**config.mk**
```make
export PLATFORM = sky130hd
export DESIGN_NAME = cdb_arbiter
export DESIGN_NICKNAME = d
export VERILOG_FILES = /design/src/rtl/cdb_arbiter_pkg.sv /design/src/rtl/cdb_fifo.sv /design/src/rtl/cdb_arbiter.sv
export SDC_FILE = /design/constraint.sdc
export NUM_CORES = 1
export LEC_CHECK = 0
export CAP_MARGIN = 10
export CORE_ASPECT_RATIO = 1.1
export CORE_MARGIN = 2
export CORE_UTILIZATION = 43
export CTS_CLUSTER_SIZE = 28
export DETAILED_ROUTE_END_ITERATION = 16
export PLACE_DENSITY = 0.69
export RECOVER_POWER = 25
export SYNTH_ARGS = -nofsm -noshare
export SYNTH_HDL_FRONTEND = slang
export SYNTH_SLANG_ARGS = --single-unit
```
**constraint.sdc**
```tcl
create_clock -name clk -period 2.72 [get_ports clk]
set_input_delay 0.544 -clock clk [delete_from_list [all_inputs] [get_ports clk]]
set_output_delay 0.544 -clock clk [all_outputs]
set_load 0.005 [all_outputs]
```
**src/rtl/cdb_arbiter_pkg.sv**
```systemverilog
// Shared constants for the common data bus: source indices, default widths
// and a small modulo-increment helper used by the FIFO pointers and the
// round-robin pointer.
package cdb_arbiter_pkg;

    // Source indices on the common data bus
    localparam int CDB_SRC_ALU    = 0;
    localparam int CDB_SRC_LSB    = 1;
    localparam int CDB_SRC_MUL    = 2;
    localparam int CDB_SRC_NUM    = 3;

    // Default widths and FIFO depth
    localparam int ROB_POS_WID    = 4;
    localparam int CDB_DATA_WID   = 32;
    localparam int CDB_FIFO_DEPTH = 2;

    typedef enum logic [1:0] {
        SRC_ALU = 2'd0,
        SRC_LSB = 2'd1,
        SRC_MUL = 2'd2
    } cdb_src_e;

    // Increment cur, wrapping to zero when it reaches limit
    function automatic int unsigned wrap_inc(input int unsigned cur,
                                             input int unsigned limit);
        int unsigned nxt;
        nxt = 32'd0;
        if ((cur + 32'd1) >= limit) begin
            nxt = 32'd0;
        end else begin
            nxt = cur + 32'd1;
        end
        return nxt;
    endfunction

endpackage

```
**src/rtl/cdb_fifo.sv**
```systemverilog
// Single-source result FIFO. A push into a full FIFO is refused even if a
// pop happens on the same edge; flush empties it and discards that edge's
// push and pop.
module cdb_fifo
    import cdb_arbiter_pkg::*;
#(
    parameter int DEPTH = 2,
    parameter int WIDTH = 8
)(
    input  logic                   clk,
    input  logic                   rst_n,
    input  logic                   push,
    input  logic                   pop,
    input  logic                   flush,
    input  logic [WIDTH-1:0]       din,
    output logic [WIDTH-1:0]       head,
    output logic                   full,
    output logic                   empty,
    output logic [$clog2(DEPTH):0] count
);

    localparam int PTR_W = (DEPTH > 1) ? $clog2(DEPTH) : 1;
    localparam int CNT_W = $clog2(DEPTH) + 1;
    localparam logic [CNT_W-1:0] DEPTH_C = CNT_W'(DEPTH);

    logic [WIDTH-1:0] mem_r [DEPTH];
    logic [PTR_W-1:0] wptr_r;
    logic [PTR_W-1:0] rptr_r;
    logic [CNT_W-1:0] count_r;
    logic             push_ok_s;
    logic             pop_ok_s;

    assign full      = (count_r == DEPTH_C);
    assign empty     = (count_r == {CNT_W{1'b0}});
    assign count     = count_r;
    assign head      = mem_r[rptr_r];
    assign push_ok_s = push & ~full & ~flush;
    assign pop_ok_s  = pop & ~empty & ~flush;

    // Entry storage: write the accepted tuple at the write pointer
    always_ff @(posedge clk or negedge rst_n) begin
        if (!rst_n) begin
            for (int i = 0; i < DEPTH; i++) begin
                mem_r[i] <= {WIDTH{1'b0}};
            end
        end else if (push_ok_s) begin
            mem_r[wptr_r] <= din;
        end
    end

    // Pointer and occupancy bookkeeping, cleared by flush
    always_ff @(posedge clk or negedge rst_n) begin
        if (!rst_n) begin
            wptr_r  <= {PTR_W{1'b0}};
            rptr_r  <= {PTR_W{1'b0}};
            count_r <= {CNT_W{1'b0}};
        end else if (flush) begin
            wptr_r  <= {PTR_W{1'b0}};
            rptr_r  <= {PTR_W{1'b0}};
            count_r <= {CNT_W{1'b0}};
        end else begin
            if (push_ok_s) begin
                wptr_r <= PTR_W'(wrap_inc(32'(wptr_r), DEPTH));
            end
            if (pop_ok_s) begin
                rptr_r <= PTR_W'(wrap_inc(32'(rptr_r), DEPTH));
            end
            case ({push_ok_s, pop_ok_s})
                2'b10:   count_r <= count_r + CNT_W'(1);
                2'b01:   count_r <= count_r - CNT_W'(1);
                default: count_r <= count_r;
            endcase
        end
    end

endmodule

```
**src/rtl/cdb_arbiter.sv**
```systemverilog
// Common data bus arbiter: each result source pushes into its own FIFO and
// a round-robin scheduler pops one head per cycle onto a registered
// broadcast. Rollback drops everything in flight; overflow is sticky until
// reset.
module cdb_arbiter
    import cdb_arbiter_pkg::*;
#(
    parameter int N_SRC     = CDB_SRC_NUM,
    parameter int DEPTH     = CDB_FIFO_DEPTH,
    parameter int ROB_POS_W = ROB_POS_WID,
    parameter int DATA_W    = CDB_DATA_WID
)(
    input  logic                       clk,
    input  logic                       rst_n,
    input  logic                       rdy,
    input  logic                       rollback,
    input  logic [N_SRC-1:0]           src_valid,
    input  logic [N_SRC*ROB_POS_W-1:0] src_rob_pos,
    input  logic [N_SRC*DATA_W-1:0]    src_val,
    input  logic [N_SRC-1:0]           src_jump,
    input  logic [N_SRC*DATA_W-1:0]    src_pc,
    output logic [N_SRC-1:0]           src_full,
    output logic                       cdb_valid,
    output logic [ROB_POS_W-1:0]       cdb_rob_pos,
    output logic [DATA_W-1:0]          cdb_val,
    output logic                       cdb_jump,
    output logic [DATA_W-1:0]          cdb_pc,
    output logic [$clog2(N_SRC)-1:0]   cdb_src,
    output logic                       overflow
);

    localparam int SRC_W   = $clog2(N_SRC);
    localparam int CNT_W   = $clog2(DEPTH) + 1;
    localparam int ENTRY_W = ROB_POS_W + 1 + 2 * DATA_W;
    localparam logic [CNT_W-1:0] DEPTH_C = CNT_W'(DEPTH);

    // Entry layout: {rob_pos, val, jump, pc}, pc in the low bits
    localparam int PC_LSB   = 0;
    localparam int JUMP_BIT = DATA_W;
    localparam int VAL_LSB  = DATA_W + 1;
    localparam int ROB_LSB  = 2 * DATA_W + 1;

    logic [ENTRY_W-1:0] entry_in_s   [N_SRC];
    logic [ENTRY_W-1:0] head_s       [N_SRC];
    logic [CNT_W-1:0]   fifo_count_s [N_SRC];
    logic [N_SRC-1:0]   fifo_full_s;
    logic [N_SRC-1:0]   fifo_empty_s;
    logic [N_SRC-1:0]   push_s;
    logic [N_SRC-1:0]   pop_s;
    logic               grant_found_s;
    logic [SRC_W-1:0]   grant_idx_s;
    logic [SRC_W-1:0]   rr_next_s;
    logic [ENTRY_W-1:0] grant_head_s;
    logic               overflow_hit_s;

    logic               cdb_valid_r;
    logic [ROB_POS_W-1:0] cdb_rob_pos_r;
    logic [DATA_W-1:0]  cdb_val_r;
    logic               cdb_jump_r;
    logic [DATA_W-1:0]  cdb_pc_r;
    logic [SRC_W-1:0]   cdb_src_r;
    logic               overflow_r;
    logic [SRC_W-1:0]   rr_ptr_r;

    for (genvar i = 0; i < N_SRC; i++) begin : g_src
        assign entry_in_s[i] = {src_rob_pos[i*ROB_POS_W +: ROB_POS_W],
                                src_val[i*DATA_W +: DATA_W],
                                src_jump[i],
                                src_pc[i*DATA_W +: DATA_W]};
        // Rollback and a stalled pipeline both block every push and pop
        assign push_s[i]   = src_valid[i] & rdy & ~rollback;
        assign pop_s[i]    = grant_found_s & (grant_idx_s == SRC_W'(i)) & rdy & ~rollback;
        assign src_full[i] = (fifo_count_s[i] == DEPTH_C);

        cdb_fifo #(
            .DEPTH (DEPTH),
            .WIDTH (ENTRY_W)
        ) u_fifo (
            .clk   (clk),
            .rst_n (rst_n),
            .push  (push_s[i]),
            .pop   (pop_s[i]),
            .flush (rollback),
            .din   (entry_in_s[i]),
            .head  (head_s[i]),
            .full  (fifo_full_s[i]),
            .empty (fifo_empty_s[i]),
            .count (fifo_count_s[i])
        );
    end

    // Round-robin scan: first non-empty FIFO at or after rr_ptr wins
    always_comb begin
        int scan_idx;
        scan_idx      = 0;
        grant_found_s = 1'b0;
        grant_idx_s   = {SRC_W{1'b0}};
        // Walk from the farthest offset down so the nearest one is kept last
        for (int k = N_SRC - 1; k >= 0; k--) begin
            scan_idx      = (int'(rr_ptr_r) + k) % N_SRC;
            grant_idx_s   = fifo_empty_s[scan_idx] ? grant_idx_s : SRC_W'(scan_idx);
            grant_found_s = grant_found_s | ~fifo_empty_s[scan_idx];
        end
    end

    assign grant_head_s   = head_s[grant_idx_s];
    assign rr_next_s      = SRC_W'(wrap_inc(32'(grant_idx_s), N_SRC));
    assign overflow_hit_s = |(push_s & fifo_full_s);

    // Registered broadcast, round-robin pointer and sticky overflow flag
    always_ff @(posedge clk or negedge rst_n) begin
        if (!rst_n) begin
            cdb_valid_r   <= 1'b0;
            cdb_rob_pos_r <= {ROB_POS_W{1'b0}};
            cdb_val_r     <= {DATA_W{1'b0}};
            cdb_jump_r    <= 1'b0;
            cdb_pc_r      <= {DATA_W{1'b0}};
            cdb_src_r     <= {SRC_W{1'b0}};
            overflow_r    <= 1'b0;
            rr_ptr_r      <= {SRC_W{1'b0}};
        end else if (rollback) begin
            cdb_valid_r <= 1'b0;
            rr_ptr_r    <= {SRC_W{1'b0}};
        end else if (rdy) begin
            if (grant_found_s) begin
                cdb_valid_r   <= 1'b1;
                cdb_rob_pos_r <= grant_head_s[ROB_LSB +: ROB_POS_W];
                cdb_val_r     <= grant_head_s[VAL_LSB +: DATA_W];
                cdb_jump_r    <= grant_head_s[JUMP_BIT];
                cdb_pc_r      <= grant_head_s[PC_LSB +: DATA_W];
                cdb_src_r     <= grant_idx_s;
                rr_ptr_r      <= rr_next_s;
            end else begin
                cdb_valid_r <= 1'b0;
            end
            if (overflow_hit_s) begin
                overflow_r <= 1'b1;
            end
        end
    end

    assign cdb_valid   = cdb_valid_r;
    assign cdb_rob_pos = cdb_rob_pos_r;
    assign cdb_val     = cdb_val_r;
    assign cdb_jump    = cdb_jump_r;
    assign cdb_pc      = cdb_pc_r;
    assign cdb_src     = cdb_src_r;
    assign overflow    = overflow_r;

endmodule

```
==> results.py, run 1 <==
metrics = {
    "clocking": {
        "clk_path_buf_depth": 3,
        "cts_tree": "done",
        "htreeDepth": 2,
        "clock_latency_ps": 600,
        "cts.clk_slew.worst_paths_ps": 60,
        "cts_root_buf": "clkbuf_16",
        "cts.sinks": 501,
        "cts-buffers-inserted": 54,
    },
    "worst_setup_path": {
        "reg2reg_depth": 8,
        "critPathArrivalTime_ps": 2090,
        "worst_setup_path_end_kind": "primary output",
        "cp.depth": 2,
        "path_cells": "nor2b_2 > clkdlybuf4s50_1",
        "path_buf_inv": 1,
        "worstSetupPathType": "flip-flop to primary output",
        "critPathTopFamily": "buffers and inverters",
        "startpoint_type": "flip-flop",
        "critPathMaxStageDelay_ps": 660,
        "crit_path_max_fanout": 6,
        "critPathRequiredTime_ps": 2180,
        "cpMaxStageDelayCell": "clkdlybuf4s50_1",
    },
    "die": {
        "die_area_sq_um": 54540,
        "die_h_microns": 244.7,
        "ios": 290,
        "num_rows": 88,
        "start_util_pct": 43.32,
        "die_w_microns": 222.9,
        "core_area_sq_um": 52300,
    },
    "timing": {
        "drv_slew": 0,
        "final-hold-violation-count": 0,
        "fmax_mhz": 379.2,
        "setup_violations": 0,
        "finClkSkew_ps": 11.84,
        "min_period_ps": 2637,
        "rsz0062_at_grt": "yes",
        "fin_crit_sh_pct": 96.95,
        "worst_slew_pin_slew_ps": 1208,
        "setup_tns_ps": 0,
        "slew_headroom_pct": 19.45,
    },
    "power_and_ir_drop": {
        "p_clk_share_pct": 26.9,
        "switchingPower_mw": 9.682,
        "power.total_mw": 29.53,
        "power_frac_seq_pct": 38.1,
        "powerDensity_nw_per_um2": 1028,
        "ir_drop_v": 0.0006185,
        "power.share.switching_pct": 32.79,
        "internal_power_mw": 19.84,
        "power.leakage_nw": 11.87,
        "share_comb_of_total_power_pct": 35.0,
    },
    "place": {
        "dp_cells": 2616,
        "dp_hpwl_microns": 40960,
        "gp_congestion": 0.8192,
        "io_buffers": 289,
    },
    "synth": {
        "synth_edf_count": 0,
        "yosys.area.top_type": "dfrtp_1",
        "yosys-mux-area-fraction_pct": 30.11,
        "yosys_warnings": 0,
        "yosys-top-cells-area": "dfrtp_1 (55%), mux2_2 (24%), mux2i_1 (6.1%), a32oi_1 (2.7%), o21ai_0 (2.7%)",
        "ys_seq_area_share_pct": 55.34,
        "ys.flop_type": "dfrtp_1",
        "synth.top_cell.area_share_pct": 55.34,
        "synthAdderAreaFrac_pct": 0.1546,
        "syn_nets": 1938,
        "ys_seq_elements": 501,
        "async_flop_share_pct": 100.0,
        "synth_area_sq_um": 22650,
        "yosysUniqueCellTypes": 53,
        "synth_xor_area_share_pct": 0.1546,
        "synth-compound-area-share_pct": 6.942,
        "synth-simple-area-share_pct": 4.424,
        "syn_inst": 1722,
        "yosysMostFrequentCell": "dfrtp_1",
        "avgSynthCellArea_sq_um": 13.16,
        "synth_top_family_by_area": "multiplexers",
        "synth_common_cells": "dfrtp_1 (501), mux2_2 (483), mux2i_1 (138)",
    },
    "routing": {
        "dr_total_vias": 15400,
        "vias_per_cell": 5.653,
        "drt_first_pass_iters": 5,
        "wl_per_cell_microns": 23.08,
        "routed_wl_microns": 62880,
        "ant_nets": 0,
        "drt_iter0_markers": 856,
        "drc_errors": 0,
    },
    "worst_hold_path": {
        "min_path_cells": 2,
        "hold_class": "flip-flop to flip-flop",
    },
    "grt": {
        "grt_max_degree": 88,
        "antenna_found_initial": 11,
        "grt.total_usage_pct": 23.08,
        "grt_pass1_vias": 16590,
        "grt_overflow": 0,
        "grt_pass1_wl_microns": 97290,
    },
    "cells_and_area": {
        "final_cells": 2724,
        "area_growth_pct": 26.82,
        "fillCellCount": 4390,
        "drive_gt1_share_pct": 32.67,
        "nets": 2215,
    },
    "job": {
        "max_cap_viol_count": 0,
    },
    "run_status": {
        "status": "finished, final reports clean",
    },
}
## worst register-to-register path, stage by stage (launching register included)
cell and delay (ps):
dfrtp_1 370, inv_1 50, ha_1 450, maj3_1 400, nand4b_1 360, and3_1 360
buf_4 200, a211oi_1 220, nor4_1 70
## layout make-up
cell class | count | area, sq um | share of cell area (%)
flip-flops and latches | 501 | 12550 | 43.68
multi-input cells | 1075 | 9529 | 33.17
repair buffers | 362 | 3824 | 13.31
clock buffers | 76 | 1618 | 5.631
well taps | 675 | 844.6 | 2.940
clock inverters | 26 | 337.8 | 1.176
inverters | 5 | 18.77 | 0.06533
diodes | 4 | 10.01 | 0.03484
## layer usage
metal	part of all wire (%)	wire length, microns	up-vias	track usage (%)
met5	0.10	66	-	0
met4	2.7	1702	10	7.540
met3	4.6	2887	123	3.902
met2	50	31670	385	40.12
met1	42	26550	8026	29.34
li1	-	-	6855	-
## flip-flops by register name, summed over array words and instances (netlist names)
name	cells
g_src.u_fifo.mem_r	414
cdb_pc	32
cdb_val	32
g_src.u_fifo.count	6
cdb_rob_pos	4
g_src.u_fifo.rptr_r	3
g_src.u_fifo.wptr_r	3
cdb_src	2
rr_ptr_r	2
cdb_jump	1
cdb_valid	1
overflow	1
## power by group through the flow
| stage | sequential (mW) | clock [mW] | combinational [mW] |
|---|---|---|---|
| CTS | 11.3 | 8.10 | 10.4 |
| detailed placement | 11.4 | 0 | 10.3 |
| global placement | 11.2 | 0 | 10.1 |
| finish | 11.2 | 7.96 | 10.3 |
| floorplan | 10.9 | 0 | 6.31 |
| global route | 11.6 | 8.41 | 11.2 |
## placed cells by master, fill, tap and decap left out, drive strengths merged, types with 6 or more instances in the layout
| cell type | netlist | routed |
|---|---|---|
| dfrtp | 501 | 501 |
| nor2 | 14 | 14 |
| a21oi | 6 | 6 |
| clkinv | 0 | 17 |
| bufinv | 0 | 8 |
| nand3 | 77 | 77 |
| inv | 5 | 6 |
| nand2 | 83 | 83 |
| o21ai | 141 | 141 |
| buf | 63 | 66 |
| clkbuf | 78 | 83 |
| a32oi | 69 | 69 |
| mux2 | 483 | 483 |
| clkdlybuf4s50 | 0 | 288 |
| mux2i | 138 | 138 |
## through the flow
step	hold WS (ps)	util, %	worst slack, ps	area [sq um]
2_1_floorplan	248.4	-	461.4	22650
3_3_place_gp	453.2	51.16	176.9	26760
3_5_place_dp	469.9	51.16	91.95	26760
4_1_cts	424.6	54.92	65.41	28730
5_1_grt	507.8	54.93	-20.50	28730
6_report	481.8	54.93	83.07	28730
## logic make-up (layout without fill, tap and decap cells)
kind of cell | Yosys count | in the layout
multiplexers | 621 | 621
AO/OA/AOI/OAI | 240 | 240
other | 0 | 4
buffers and inverters | 146 | 469
AND/OR/NAND/NOR | 207 | 207
XOR/XNOR | 4 | 4
flip-flops | 501 | 501
adder cells (fa/ha/maj) | 3 | 3
## worst paths after layout
path                                                           start                                     end  slack (ps)
worst max-delay path            g_src[2].u_fifo.count[0]$_DFFE_PN0P_                             src_full[2]          80
worst min-delay path                          cdb_pc[11]$_DFFE_PN0P_                  cdb_pc[11]$_DFFE_PN0P_         480
worst max register to register               rr_ptr_r[0]$_DFFE_PN0P_    g_src[2].u_fifo.count[0]$_DFFE_PN0P_         100
worst min register to register                cdb_pc[11]$_DFFE_PN0P_                  cdb_pc[11]$_DFFE_PN0P_         480
max in group asynchronous                                      rst_n  g_src[2].u_fifo.mem_r[127]$_DFFE_PN0P_         480
min in group asynchronous                                      rst_n   g_src[0].u_fifo.mem_r[39]$_DFFE_PN0P_         740
## repair_timing
| action | CTS | global route |
|---|---|---|
| gates cloned | 0 | 1 |
| endpoints found under the hold margin | 33 | 0 |
| hold buffers | 1 | 0 |
| pin swaps | 0 | 0 |
| resized for setup | 1 | 3 |
| setup buffers | 0 | 0 |
| setup endpoints to repair | 1 | 19 |
Note: power is estimated with default switching activity, not from simulation.
==> inputs of run 2 (changes only) <==
--- a/config.mk
+++ b/config.mk
@@ -13,6 +13,7 @@
 export DETAILED_ROUTE_END_ITERATION = 16
 export PLACE_DENSITY = 0.69
 export RECOVER_POWER = 25
+export SLEW_MARGIN = 30
 export SYNTH_ARGS = -nofsm -noshare
 export SYNTH_HDL_FRONTEND = slang
 export SYNTH_SLANG_ARGS = --single-unit
==> constraint.sdc (replaced) <==
create_clock -name clk -period 3.2 [get_ports clk]
set_input_delay 0.64 -clock clk [delete_from_list [all_inputs] [get_ports clk]]
set_output_delay 0.64 -clock clk [all_outputs]
set_load 0.005 [all_outputs]
==> run 2 against run 1 <==
  * The flow now finishes with violations (capacitance limit, slew limit)
  * Sequential share of layout area up 0.82 points
  * Combinational power down 16%
  * Sequential cell count unchanged
  * Final cell count down 1.1%
  * Core utilization down 1.0 points
  * First-iteration DRC count down 3.6%
==> results.py, run 2 (synthesized netlist as in run 1, its figures left out) <==
metrics = {
    "die": {
        "die_w_microns": 222.9,
        "ios": 290,
        "start_util_pct": 43.32,
        "num_rows": 88,
        "die_area_sq_um": 54540,
        "core_area_sq_um": 52300,
        "die_h_microns": 244.7,
    },
    "timing": {
        "drv_slew": 53,
        "fin_crit_sh_pct": 89.26,
        "worst_slew_pin_slew_ps": 1790,
        "final-hold-violation-count": 0,
        "min_period_ps": 2856,
        "finClkSkew_ps": 21.54,
        "fmax_mhz": 350.1,
        "rsz0062_at_grt": "no",
        "setup_violations": 0,
        "slew_headroom_pct": -19.34,
        "setup_tns_ps": 0,
    },
    "clocking": {
        "clock_latency_ps": 600,
        "cts-buffers-inserted": 52,
        "cts.sinks": 501,
        "clk_path_buf_depth": 3,
        "ctsResizeCount": 0,
        "htreeDepth": 2,
        "cts_tree": "done",
        "cts_root_buf": "clkbuf_16",
        "cts.clk_slew.worst_paths_ps": 60,
    },
    "routing": {
        "dr_total_vias": 15220,
        "drt_iter0_markers": 825,
        "routed_wl_microns": 62680,
        "drt_first_pass_iters": 6,
        "ant_nets": 0,
        "drc_errors": 0,
        "wl_per_cell_microns": 23.26,
        "vias_per_cell": 5.647,
    },
    "cells_and_area": {
        "drive_gt1_share_pct": 31.35,
        "layout_commonest_cell": "dfrtp_1",
        "largest_reg_flops": 414,
        "mostFrequentLayoutCells": "dfrtp_1 (498), mux2_2 (483), clkdlybuf4s50_1 (288), mux2i_1 (138), o21ai_0 (120)",
        "area_growth_pct": 24.48,
        "fillCellCount": 4368,
        "final_area_sq_um": 28200,
        "top_register": "g_src.u_fifo.mem_r",
        "final_cells": 2695,
        "nets": 2193,
    },
    "worst_setup_path": {
        "crit_path_max_fanout": 6,
        "critPathTopFamily": "buffers and inverters",
        "critPathRequiredTime_ps": 2560,
        "worst_setup_path_end_kind": "primary output",
        "startpoint_type": "flip-flop",
        "worstSetupPathType": "flip-flop to primary output",
        "path_buf_inv": 1,
        "path_cells": "nor2b_1 > clkdlybuf4s50_1",
        "critPathMaxStageDelay_ps": 700,
        "cpMaxStageDelayCell": "clkdlybuf4s50_1",
        "critPathArrivalTime_ps": 2220,
    },
    "place": {
        "dp_cells": 2597,
        "dp_hpwl_microns": 40650,
        "io_buffers": 289,
        "gp_congestion": 0.8169,
        "post_dp_cell_area_sq_um": 26480,
    },
    "power_and_ir_drop": {
        "ir_drop_v": 0.0004961,
        "powerDensity_nw_per_um2": 859.0,
        "power.leakage_nw": 11.56,
    },
    "run_status": {
        "violations": "capacitance limit, slew limit",
        "status": "finished with violations",
    },
    "grt": {
        "grt_max_degree": 90,
        "grt_pass1_vias": 16350,
        "grt_overflow": 0,
        "antenna_found_initial": 18,
        "grt.total_usage_pct": 23.15,
        "grt_pass1_wl_microns": 96620,
    },
    "worst_hold_path": {
        "hold_class": "flip-flop to flip-flop",
    },
    "job": {
        "max_cap_viol_count": 1,
    },
}
## run 2: final timing paths
kind / start / endpoint / slack (ps) / cells past startpoint
setup / recovery: g_src[2].u_fifo.count[0]$_DFFE_PN0P_ / src_full[2] / 340 / 2
hold / removal: overflow$_DFFE_PN0P_ / overflow$_DFFE_PN0P_ / 470 / 1
setup reg to reg: rr_ptr_r[0]$_DFFE_PN0P_ / cdb_val[30]$_DFFE_PN0P_ / 460 / 8
hold reg to reg: overflow$_DFFE_PN0P_ / overflow$_DFFE_PN0P_ / 470 / 1
max in group asynchronous: rst_n / g_src[1].u_fifo.mem_r[14]$_DFFE_PN0P_ / 690 / 4
min in group asynchronous: rst_n / g_src[0].u_fifo.mem_r[43]$_DFFE_PN0P_ / 1060 / 2
## run 2: stage by stage
stage          power [mW]  hold WS [ps]  util [%]  setup slack, ps
2_1_floorplan       14.59         344.4         -            916.2
5_1_grt             25.61         490.4     53.92            259.0
6_report            24.22         465.8     53.92            343.8
4_1_cts             24.44         469.4     53.91            297.6
3_3_place_gp        17.98         459.1     50.59            316.3
3_5_place_dp        18.31         455.7     50.64            263.7
## run 2: final cells by class
| type | count | area (sq um) | share of cell area (%) |
|---|---|---|---|
| timing repair buffer | 342 | 3543 | 12.57 |
| tap | 675 | 844.6 | 2.995 |
| clock inverter | 14 | 177.7 | 0.6300 |
| antenna | 7 | 17.52 | 0.06212 |
| sequential | 501 | 12550 | 44.50 |
| inverter | 5 | 18.77 | 0.06655 |
| multi-input combinational | 1075 | 9527 | 33.78 |
| clock buffer | 76 | 1523 | 5.400 |
## run 2: power breakdown
group	internal, mW	leakage (nW)	total (mW)	switching (mW)
clock	3.60	0.831	6.08	2.49
combinational	4.20	4.56	8.62	4.42
sequential	8.36	6.16	9.52	1.16
## run 2: metal layers
metal  vias up  wire, microns  share of wire [%]  GRT usage (%)
li1       6829              -                  -              -
met1      7853          26160                 42          28.71
met2       397          31660                 51          40.16
met3       119           3010                4.8          4.740
met4        22           1696                2.7          8.192
met5         -            149               0.24              0
## run 2: what timing repair did
| item | in CTS | in global routing |
|---|---|---|
| endpoints found under the setup margin | 0 | 0 |
| buffers inserted | 0 | 0 |
| hold buffers | 1 | 0 |
| endpoints found under the hold margin | 5 | 0 |
